### config.mk
export PLATFORM = sky130hd
export DESIGN_NAME = ps2_host_tx_flat
export DESIGN_NICKNAME = d
export VERILOG_FILES = /design/src/rtl/ps2_host_tx_if.sv /design/src/rtl/ps2_host_tx.sv /design/src/flat_wrapper.sv
export SDC_FILE = /design/constraint.sdc
export NUM_CORES = 1
export LEC_CHECK = 0
export CAP_MARGIN = 20
export CORE_MARGIN = 4
export CORE_UTILIZATION = 45
export CTS_CLUSTER_DIAMETER = 120
export DETAILED_ROUTE_END_ITERATION = 8
export PLACE_DENSITY_LB_ADDON = 0.3
export SLEW_MARGIN = 40
export SYNTH_ARGS = -nofsm -noshare
export SYNTH_HDL_FRONTEND = slang
export SYNTH_SLANG_ARGS = --single-unit
### constraint.sdc
create_clock -name clock -period 2.6 [get_ports clock]
set_input_delay 0.52 -clock clock [delete_from_list [all_inputs] [get_ports clock]]
set_output_delay 0.52 -clock clock [all_outputs]
set_load 0.01 [all_outputs]
### src/rtl/ps2_host_tx_if.sv
// Command-byte handshake between a controller and the PS/2 host transmitter.
// master = requesting controller, slave = ps2_host_tx.
interface ps2_host_tx_if;
  logic [7:0] tx_data;
  logic       tx_start;
  logic       tx_busy;
  logic       tx_done;
  logic       tx_error;

  modport master (
    output tx_data,
    output tx_start,
    input  tx_busy,
    input  tx_done,
    input  tx_error
  );

  modport slave (
    input  tx_data,
    input  tx_start,
    output tx_busy,
    output tx_done,
    output tx_error
  );
endinterface

### src/rtl/ps2_host_tx.sv
// PS/2 host-to-device transmitter: sends one command byte over open-drain clock/data.
// Optional device-clock watchdog enabled by defining PS2_TX_TIMEOUT_EN.
//
// state     | meaning
// ----------+-----------------------------------------------------------
// IDLE      | lines released, waiting for tx_start
// INHIBIT   | host holds ps2 clock low for INHIBIT_CYCLES cycles
// REQ       | start bit (data low) asserted while clock still held, 1 cycle
// SEND      | clock released; present next frame bit on each device falling edge
// ACK       | wait for 11th falling edge and sample device acknowledge
// WAIT_IDLE | wait for device to release both lines, then report done
module ps2_host_tx #(
  parameter int unsigned INHIBIT_CYCLES = 5000,
  parameter int unsigned TIMEOUT_CYCLES = 750000
) (
  input  logic            clock,
  input  logic            reset,
  ps2_host_tx_if.slave    tx,
  input  logic            ps2_clock_in,
  input  logic            ps2_data_in,
  output logic            ps2_clock_oe,
  output logic            ps2_data_oe
);

  // One down-counter serves both the inhibit interval and the watchdog.
  localparam int unsigned CNT_MAX = (TIMEOUT_CYCLES > INHIBIT_CYCLES) ? TIMEOUT_CYCLES
                                                                      : INHIBIT_CYCLES;
  localparam int unsigned CNT_W   = $clog2(CNT_MAX + 1);

  typedef enum logic [2:0] {
    S_IDLE,
    S_INHIBIT,
    S_REQ,
    S_SEND,
    S_ACK,
    S_WAIT_IDLE
  } state_t;

  state_t           state_q,     state_d;
  logic [CNT_W-1:0] cnt_q,       cnt_d;
  logic [9:0]       shift_q,     shift_d;
  logic [3:0]       bit_cnt_q,   bit_cnt_d;
  logic             clock_oe_q,  clock_oe_d;
  logic             data_oe_q,   data_oe_d;
  logic             busy_q,      busy_d;
  logic             done_q,      done_d;
  logic             error_q,     error_d;
  logic             clk_meta_q,  clk_meta_d;
  logic             clk_sync_q,  clk_sync_d;
  logic             clk_prev_q,  clk_prev_d;
  logic             data_meta_q, data_meta_d;
  logic             data_sync_q, data_sync_d;
  logic             clk_fall;

  assign clk_fall = clk_prev_q & ~clk_sync_q;

  always_comb begin
    state_d     = state_q;
    cnt_d       = cnt_q;
    shift_d     = shift_q;
    bit_cnt_d   = bit_cnt_q;
    clock_oe_d  = clock_oe_q;
    data_oe_d   = data_oe_q;
    busy_d      = busy_q;
    done_d      = 1'b0;
    error_d     = 1'b0;
    clk_meta_d  = ps2_clock_in;
    clk_sync_d  = clk_meta_q;
    clk_prev_d  = clk_sync_q;
    data_meta_d = ps2_data_in;
    data_sync_d = data_meta_q;

    case (state_q)
      S_IDLE: begin
        if (tx.tx_start) begin
          shift_d    = {1'b1, ~^tx.tx_data, tx.tx_data};
          bit_cnt_d  = 4'd0;
          cnt_d      = CNT_W'(INHIBIT_CYCLES - 1);
          clock_oe_d = 1'b1;
          data_oe_d  = 1'b0;
          busy_d     = 1'b1;
          state_d    = S_INHIBIT;
        end
      end

      S_INHIBIT: begin
        if (cnt_q == '0) begin
          data_oe_d = 1'b1;
          state_d   = S_REQ;
        end else begin
          cnt_d = cnt_q - CNT_W'(1);
        end
      end

      S_REQ: begin
        clock_oe_d = 1'b0;
        bit_cnt_d  = 4'd0;
        cnt_d      = CNT_W'(TIMEOUT_CYCLES - 1);
        state_d    = S_SEND;
      end

      S_SEND: begin
        // Device samples on its rising edge, so each bit changes while clock is low.
        if (clk_fall) begin
          data_oe_d = ~shift_q[0];
          shift_d   = {1'b1, shift_q[9:1]};
          bit_cnt_d = bit_cnt_q + 4'd1;
          if (bit_cnt_q == 4'd9) begin
            state_d = S_ACK;
          end
        end
      end

      S_ACK: begin
        if (clk_fall) begin
          if (data_sync_q) begin
            error_d   = 1'b1;
            busy_d    = 1'b0;
            data_oe_d = 1'b0;
            state_d   = S_IDLE;
          end else begin
            state_d = S_WAIT_IDLE;
          end
        end
      end

      S_WAIT_IDLE: begin
        if (clk_sync_q && data_sync_q) begin
          done_d  = 1'b1;
          busy_d  = 1'b0;
          state_d = S_IDLE;
        end
      end

      default: begin
        clock_oe_d = 1'b0;
        data_oe_d  = 1'b0;
        busy_d     = 1'b0;
        state_d    = S_IDLE;
      end
    endcase

`ifdef PS2_TX_TIMEOUT_EN
    // Watchdog restarts on every device edge; expiry overrides any other outcome.
    if (state_q == S_SEND || state_q == S_ACK || state_q == S_WAIT_IDLE) begin
      if (clk_fall) begin
        cnt_d = CNT_W'(TIMEOUT_CYCLES - 1);
      end else if (cnt_q == '0) begin
        clock_oe_d = 1'b0;
        data_oe_d  = 1'b0;
        busy_d     = 1'b0;
        done_d     = 1'b0;
        error_d    = 1'b1;
        state_d    = S_IDLE;
      end else begin
        cnt_d = cnt_q - CNT_W'(1);
      end
    end
`else
    // Without the watchdog the block waits for device edges indefinitely.
`endif
  end

  always_ff @(posedge clock) begin
    if (reset) begin
      state_q     <= S_IDLE;
      cnt_q       <= '0;
      shift_q     <= '0;
      bit_cnt_q   <= '0;
      clock_oe_q  <= 1'b0;
      data_oe_q   <= 1'b0;
      busy_q      <= 1'b0;
      done_q      <= 1'b0;
      error_q     <= 1'b0;
      clk_meta_q  <= 1'b0;
      clk_sync_q  <= 1'b0;
      clk_prev_q  <= 1'b0;
      data_meta_q <= 1'b0;
      data_sync_q <= 1'b0;
    end else begin
      state_q     <= state_d;
      cnt_q       <= cnt_d;
      shift_q     <= shift_d;
      bit_cnt_q   <= bit_cnt_d;
      clock_oe_q  <= clock_oe_d;
      data_oe_q   <= data_oe_d;
      busy_q      <= busy_d;
      done_q      <= done_d;
      error_q     <= error_d;
      clk_meta_q  <= clk_meta_d;
      clk_sync_q  <= clk_sync_d;
      clk_prev_q  <= clk_prev_d;
      data_meta_q <= data_meta_d;
      data_sync_q <= data_sync_d;
    end
  end

  assign ps2_clock_oe = clock_oe_q;
  assign ps2_data_oe  = data_oe_q;
  assign tx.tx_busy   = busy_q;
  assign tx.tx_done   = done_q;
  assign tx.tx_error  = error_q;

endmodule

### src/flat_wrapper.sv
// flat-port wrapper written by rule: the top's interface ports become plain ports
module ps2_host_tx_flat 
#(
  parameter int unsigned INHIBIT_CYCLES = 5000,
  parameter int unsigned TIMEOUT_CYCLES = 750000
)
  (clock, reset, ps2_clock_in, ps2_data_in, ps2_clock_oe, ps2_data_oe, tx_tx_data, tx_tx_start, tx_tx_busy, tx_tx_done, tx_tx_error);
  ps2_host_tx_if tx_i ();
  input  logic clock;
  input  logic reset;
  input  logic ps2_clock_in;
  input  logic ps2_data_in;
  output logic ps2_clock_oe;
  output logic ps2_data_oe;
  input wire logic [$bits(tx_i.tx_data)-1:0] tx_tx_data;
  input wire logic [$bits(tx_i.tx_start)-1:0] tx_tx_start;
  output wire logic [$bits(tx_i.tx_busy)-1:0] tx_tx_busy;
  output wire logic [$bits(tx_i.tx_done)-1:0] tx_tx_done;
  output wire logic [$bits(tx_i.tx_error)-1:0] tx_tx_error;
  assign tx_i.tx_data = tx_tx_data;
  assign tx_i.tx_start = tx_tx_start;
  assign tx_tx_busy = tx_i.tx_busy;
  assign tx_tx_done = tx_i.tx_done;
  assign tx_tx_error = tx_i.tx_error;
  ps2_host_tx #(.INHIBIT_CYCLES(INHIBIT_CYCLES), .TIMEOUT_CYCLES(TIMEOUT_CYCLES)) u_core (.clock(clock), .reset(reset), .tx(tx_i), .ps2_clock_in(ps2_clock_in), .ps2_data_in(ps2_data_in), .ps2_clock_oe(ps2_clock_oe), .ps2_data_oe(ps2_data_oe));
endmodule
Word level (Yosys, flattened, before mapping)
Index checks and enable logic that the tools add are counted.
Operators by class
  add/subtract/negate cells: 2
  equality and inequality tests: 14
  muxes and demuxes: 29
  bitwise gates (word level): 9
  reductions and logical operators: 19
Operator list (count)
  one-hot mux 20 bit (3 select lines): 1
  two-way mux 20 bit: 2
  two-way mux 3 bit: 7
  logical NOT 20 bit: 1
  two-way mux 10 bit: 2
  one-hot mux 10 bit (2 select lines): 1
  subtractor 20 x 1 -> 20 bit, second input constant: 1
  one-hot mux 3 bit (6 select lines): 1
  inequality test 2 x 1 -> 1 bit, second input constant: 6
  one-hot mux 4 bit (3 select lines): 1
  AND reduction 6 bit: 2
  two-way mux 1 bit: 9
  AND reduction 3 bit: 3
  two-way mux 4 bit: 2
  NOT 1 bit: 8
  XNOR reduction 8 bit: 1
  equality test 3 x 2 -> 1 bit, second input constant: 2
  equality test 3 bit, second input constant: 2
  nonzero test 3 bit: 2
  OR reduction 3 bit: 2
  one-hot mux 1 bit (5 select lines): 1
  AND reduction 5 bit: 1
  adder 4 x 1 -> 4 bit, second input constant: 1
  equality test 4 bit, second input constant: 1
  11 further kinds: 13
Storage, ports and cells
  flip-flop bits (word level): 47
  input bits: 13
  output and inout port bits: 5

Logic depth before layout (Yosys ltp)
  word-level depth: 4
  depth in mapped cells: 8

Worst setup path after synthesis
Ideal clock, no wire load.
  path type: register to register
  start point: register u_core.cnt_q[4]
  end point: register u_core.cnt_q[17]
  arrival: 2.142 ns
  data required time: 2.468 ns
  path slack: 0.326 ns
  stages on the path, launching flop included: 8
  path buffers: 2
  path through: dfxtp_1 -> or4_4 -> buf_6 -> or4_1 -> buf_2 -> o41a_1 -> o21ai_0 -> a21oi_1
On the way
  longest elaborated chain between the ends: 3
Ends and longest elaborated chain
  start, declared: RTL line ps2_host_tx.sv:40  | logic [CNT_W-1:0] cnt_q, cnt_d;
  start signal, assigned: RTL line ps2_host_tx.sv:182  | cnt_q <= cnt_d;
  subtractor 20 x 1 -> 20 bit or logical NOT 20 bit (tied branches): RTL line ps2_host_tx.sv:91, ps2_host_tx.sv:87
  two-way mux 20 bit or inequality test 2 bit (tied branches)
  one-hot mux 20 bit (3 select lines) or AND reduction 3 bit (tied branches)
Parallel ways exist; a longest one is shown, timed or not. The select of a mux whose other input is x is not followed.
A chain may end at the register's enable or synchronous reset.

Worst setup path in the final report
Same ends and word-level chain as after synthesis.

==> results.py <==
metrics = {
    "status": {
        "status": "complete, no violations",
    },
    "final_layout": {
        "layout.cells.non_filler": 394,
        "final_util_pct": 54.9,
        "syn_to_final_growth_pct": 15.1,
        "fin_nets": 340,
        "n_fill_cell": 489,
        "final_common_cell": "dfxtp_1",
        "final_cell_mix": "47 x dfxtp_1, 34 x nor2_1, 27 x a21oi_1, 20 x o21ai_0, 18 x nand2_1",
        "layout-drive-gt1-share_pct": 10.8,
        "diodes": 0,
    },
    "floorplan": {
        "ios": 18,
        "row_count": 26,
        "dieArea_sq_mm": 0.00681,
        "die_h_um": 82.5,
        "die_x_um": 82.5,
        "initial_utilization_pct": 47.7,
        "coreArea_sq_mm": 0.00524,
    },
    "global_route": {
        "groute.usage.overall_pct": 18.2,
        "grt_max_degree": 38,
        "antenna_found_initial": 0,
        "overflow": 0,
        "grt_pass1_wl_um": 9650,
        "first_global_vias": 2119,
    },
    "clock_network": {
        "cts_root_buf": "clkbuf_8",
        "clock-sinks": 47,
        "numCtsBuffers": 5,
        "htreeDepth": 2,
        "cts.path.max_buffers": 2,
        "postCtsHoldBufs": 0,
        "clkTransAtPathRegs_ns": 0.09,
        "tritoncts": "built",
        "clkLatencyLatePin_ns": 0.30,
        "cts_resized": 0,
        "postCtsSetupBuffers": 0,
    },
    "synth": {
        "yosysWarningCount": 0,
        "seq_area_frac_synth_pct": 37.6,
        "ys_ff_latch": 47,
        "synth_edf_count": 0,
        "syn_inst": 306,
        "synth_ff_type": "dfxtp_1",
        "async_flop_share_pct": 0,
        "avgSynthCellArea_sq_um": 8.17,
        "netlist_area_sq_mm": 0.00250,
        "ys_types": 54,
        "synth_nets": 323,
    },
    "power": {
        "power.leakage_nw": 1.03,
        "power.density_mw_per_mm2": 743,
        "peakVddDrop_v": 0.000357,
    },
    "route": {
        "vias_per_cell": 5.87,
        "ant_nets": 0,
        "vias": 2313,
        "routed_wl_um": 5630,
        "drtPass1Iterations": 4,
        "dr.first_iter.drc_count": 133,
        "wl_per_cell_um": 14.3,
        "post-route-drc-count": 0,
    },
    "hold_path": {
        "hold_class": "register to register",
    },
    "timing": {
        "fin_hold_ws_ns": 0.448,
        "worst_pin_slew_ns": 0.651,
        "rsz0062_at_grt": "no",
        "worst_slack_ns": 0.219,
        "fin_tns_setup_ns": 0,
        "skew_ns": 0.0105,
        "hold_viol": 0,
        "setup_violations": 0,
        "min_period_ns": 2.38,
        "fin_crit_sh_pct": 91.6,
        "fmax_mhz": 420,
        "worst_slew_margin_rel_pct": 56.4,
        "maxSlewViolCount": 0,
    },
    "critical_path": {
        "crit_required_ns": 2.78,
        "worstPathCellList": "or4_4 -> or4_1 -> o41a_1 -> o21ai_0 -> a21oi_1",
        "cp_slowest_stage_delay_ns": 0.67,
        "path_class": "register to register",
        "cp-end-kind": "register",
        "start_kind": "register",
        "slowest_stage": "or4_1",
        "critPathMaxFanout": 10,
        "cp.arrival_ns": 2.57,
    },
    "place": {
        "dp_cells": 386,
        "portBuffers": 17,
        "place_congestion": 0.840,
        "dp_hpwl_um": 3820,
        "pre_cts_ws_ns": 0.0746,
    },
    "run": {
        "max-cap-violations": 0,
    },
}
-- cell usage after synthesis, types with 7 or more instances --
cell type / n / area share [%]
a211oi_1: 7 / 2.1
a21oi_1: 27 / 5.4
a311oi_1: 10 / 3.5
clkbuf_1: 14 / 2.1
dfxtp_1: 47 / 38
inv_1: 9 / 1.4
nand2_1: 18 / 2.7
nand3_1: 11 / 2.2
nor2_1: 34 / 5.1
nor2b_1: 9 / 2.3
nor3_1: 11 / 2.2
o21ai_0: 20 / 4.0
xnor2_1: 12 / 4.2
-- power breakdown --
group | switching [mW] | internal (mW) | leakage [nW]
clock | 0.240 | 0.243 | 0.0515
sequential | 0.0865 | 0.808 | 0.386
combinational | 0.430 | 0.332 | 0.591
total | 0.756 | 1.38 | 1.03
-- critical path: cells and delay by family (launching register included) --
| kind | cells | cell delay [ns] |
|---|---|---|
| simple gates | 2 | 1.31 |
| flops | 1 | 0.38 |
| compound gates | 3 | 0.57 |
-- path summary, 6_finish.rpt --
path | slack (ns) | start | cells after the start | endpoint
setup / recovery | 0.22 | u_core.cnt_q[4] | 5 | u_core.cnt_q[17]
hold / removal | 0.45 | u_core.data_meta_q | 1 | u_core.data_sync_q
hold reg to reg | 0.45 | u_core.data_meta_q | 1 | u_core.data_sync_q
setup reg to reg | 0.22 | u_core.cnt_q[4] | 5 | u_core.cnt_q[17]
-- layer usage --
| metal | track usage, % | share of wire, % |
|---|---|---|
| met1 | 22.9 | 47 |
| met2 | 30.0 | 45 |
| met3 | 4.77 | 5.4 |
| met4 | 6.54 | 2.1 |
| met5 | 0 | 0 |
-- state kept, by name, indices dropped and copies added (netlist names) --
register and count:
u_core.tx.tx_done 1, u_core.data_sync_q 1, u_core.cnt_q 20, u_core.clk_prev_q 1
u_core.tx.tx_error 1, u_core.tx.tx_busy 1, u_core.shift_q 10, u_core.ps2_clock_oe 1
u_core.clk_prev_d 1, u_core.ps2_data_oe 1, u_core.clk_meta_q 1, u_core.bit_cnt_q 4
u_core.data_meta_q 1, u_core.state_q 3
-- metrics by stage --
step / cell area [sq um] / total power [mW]
5_1_grt: 2880 / 2.29
3_5_place_dp: 2780 / 1.66
3_3_place_gp: 2770 / 1.65
6_report: 2880 / 2.14
4_1_cts: 2880 / 2.15
2_1_floorplan: 2500 / 1.46
-- logic make-up (layout without fill, tap and decap cells) --
logic type                 after synthesis  in the layout  share of synthesized area (%)
and+or+nand+nor                        120            120                           25.6
AOI/OAI and AO/OA                       89             89                           24.1
DFF                                     47             47                           37.6
buffers and inverters                   30             48                           4.95
xor gates and xnor gates                14             14                           4.91
adders and majority gates                4              4                           2.00
muxes                                    2              2                          0.851
-- cell type report --
type | instances | area [sq um] | share of cell area (%)
Multi-Input combinational cell | 229 | 1440 | 50.0
Sequential cell | 47 | 941 | 32.7
Timing Repair Buffer | 31 | 275 | 9.57
Clock buffer | 8 | 100 | 3.48
Tap cell | 70 | 87.6 | 3.04
Inverter | 9 | 33.8 | 1.17
(Power assumes the default switching activity.)
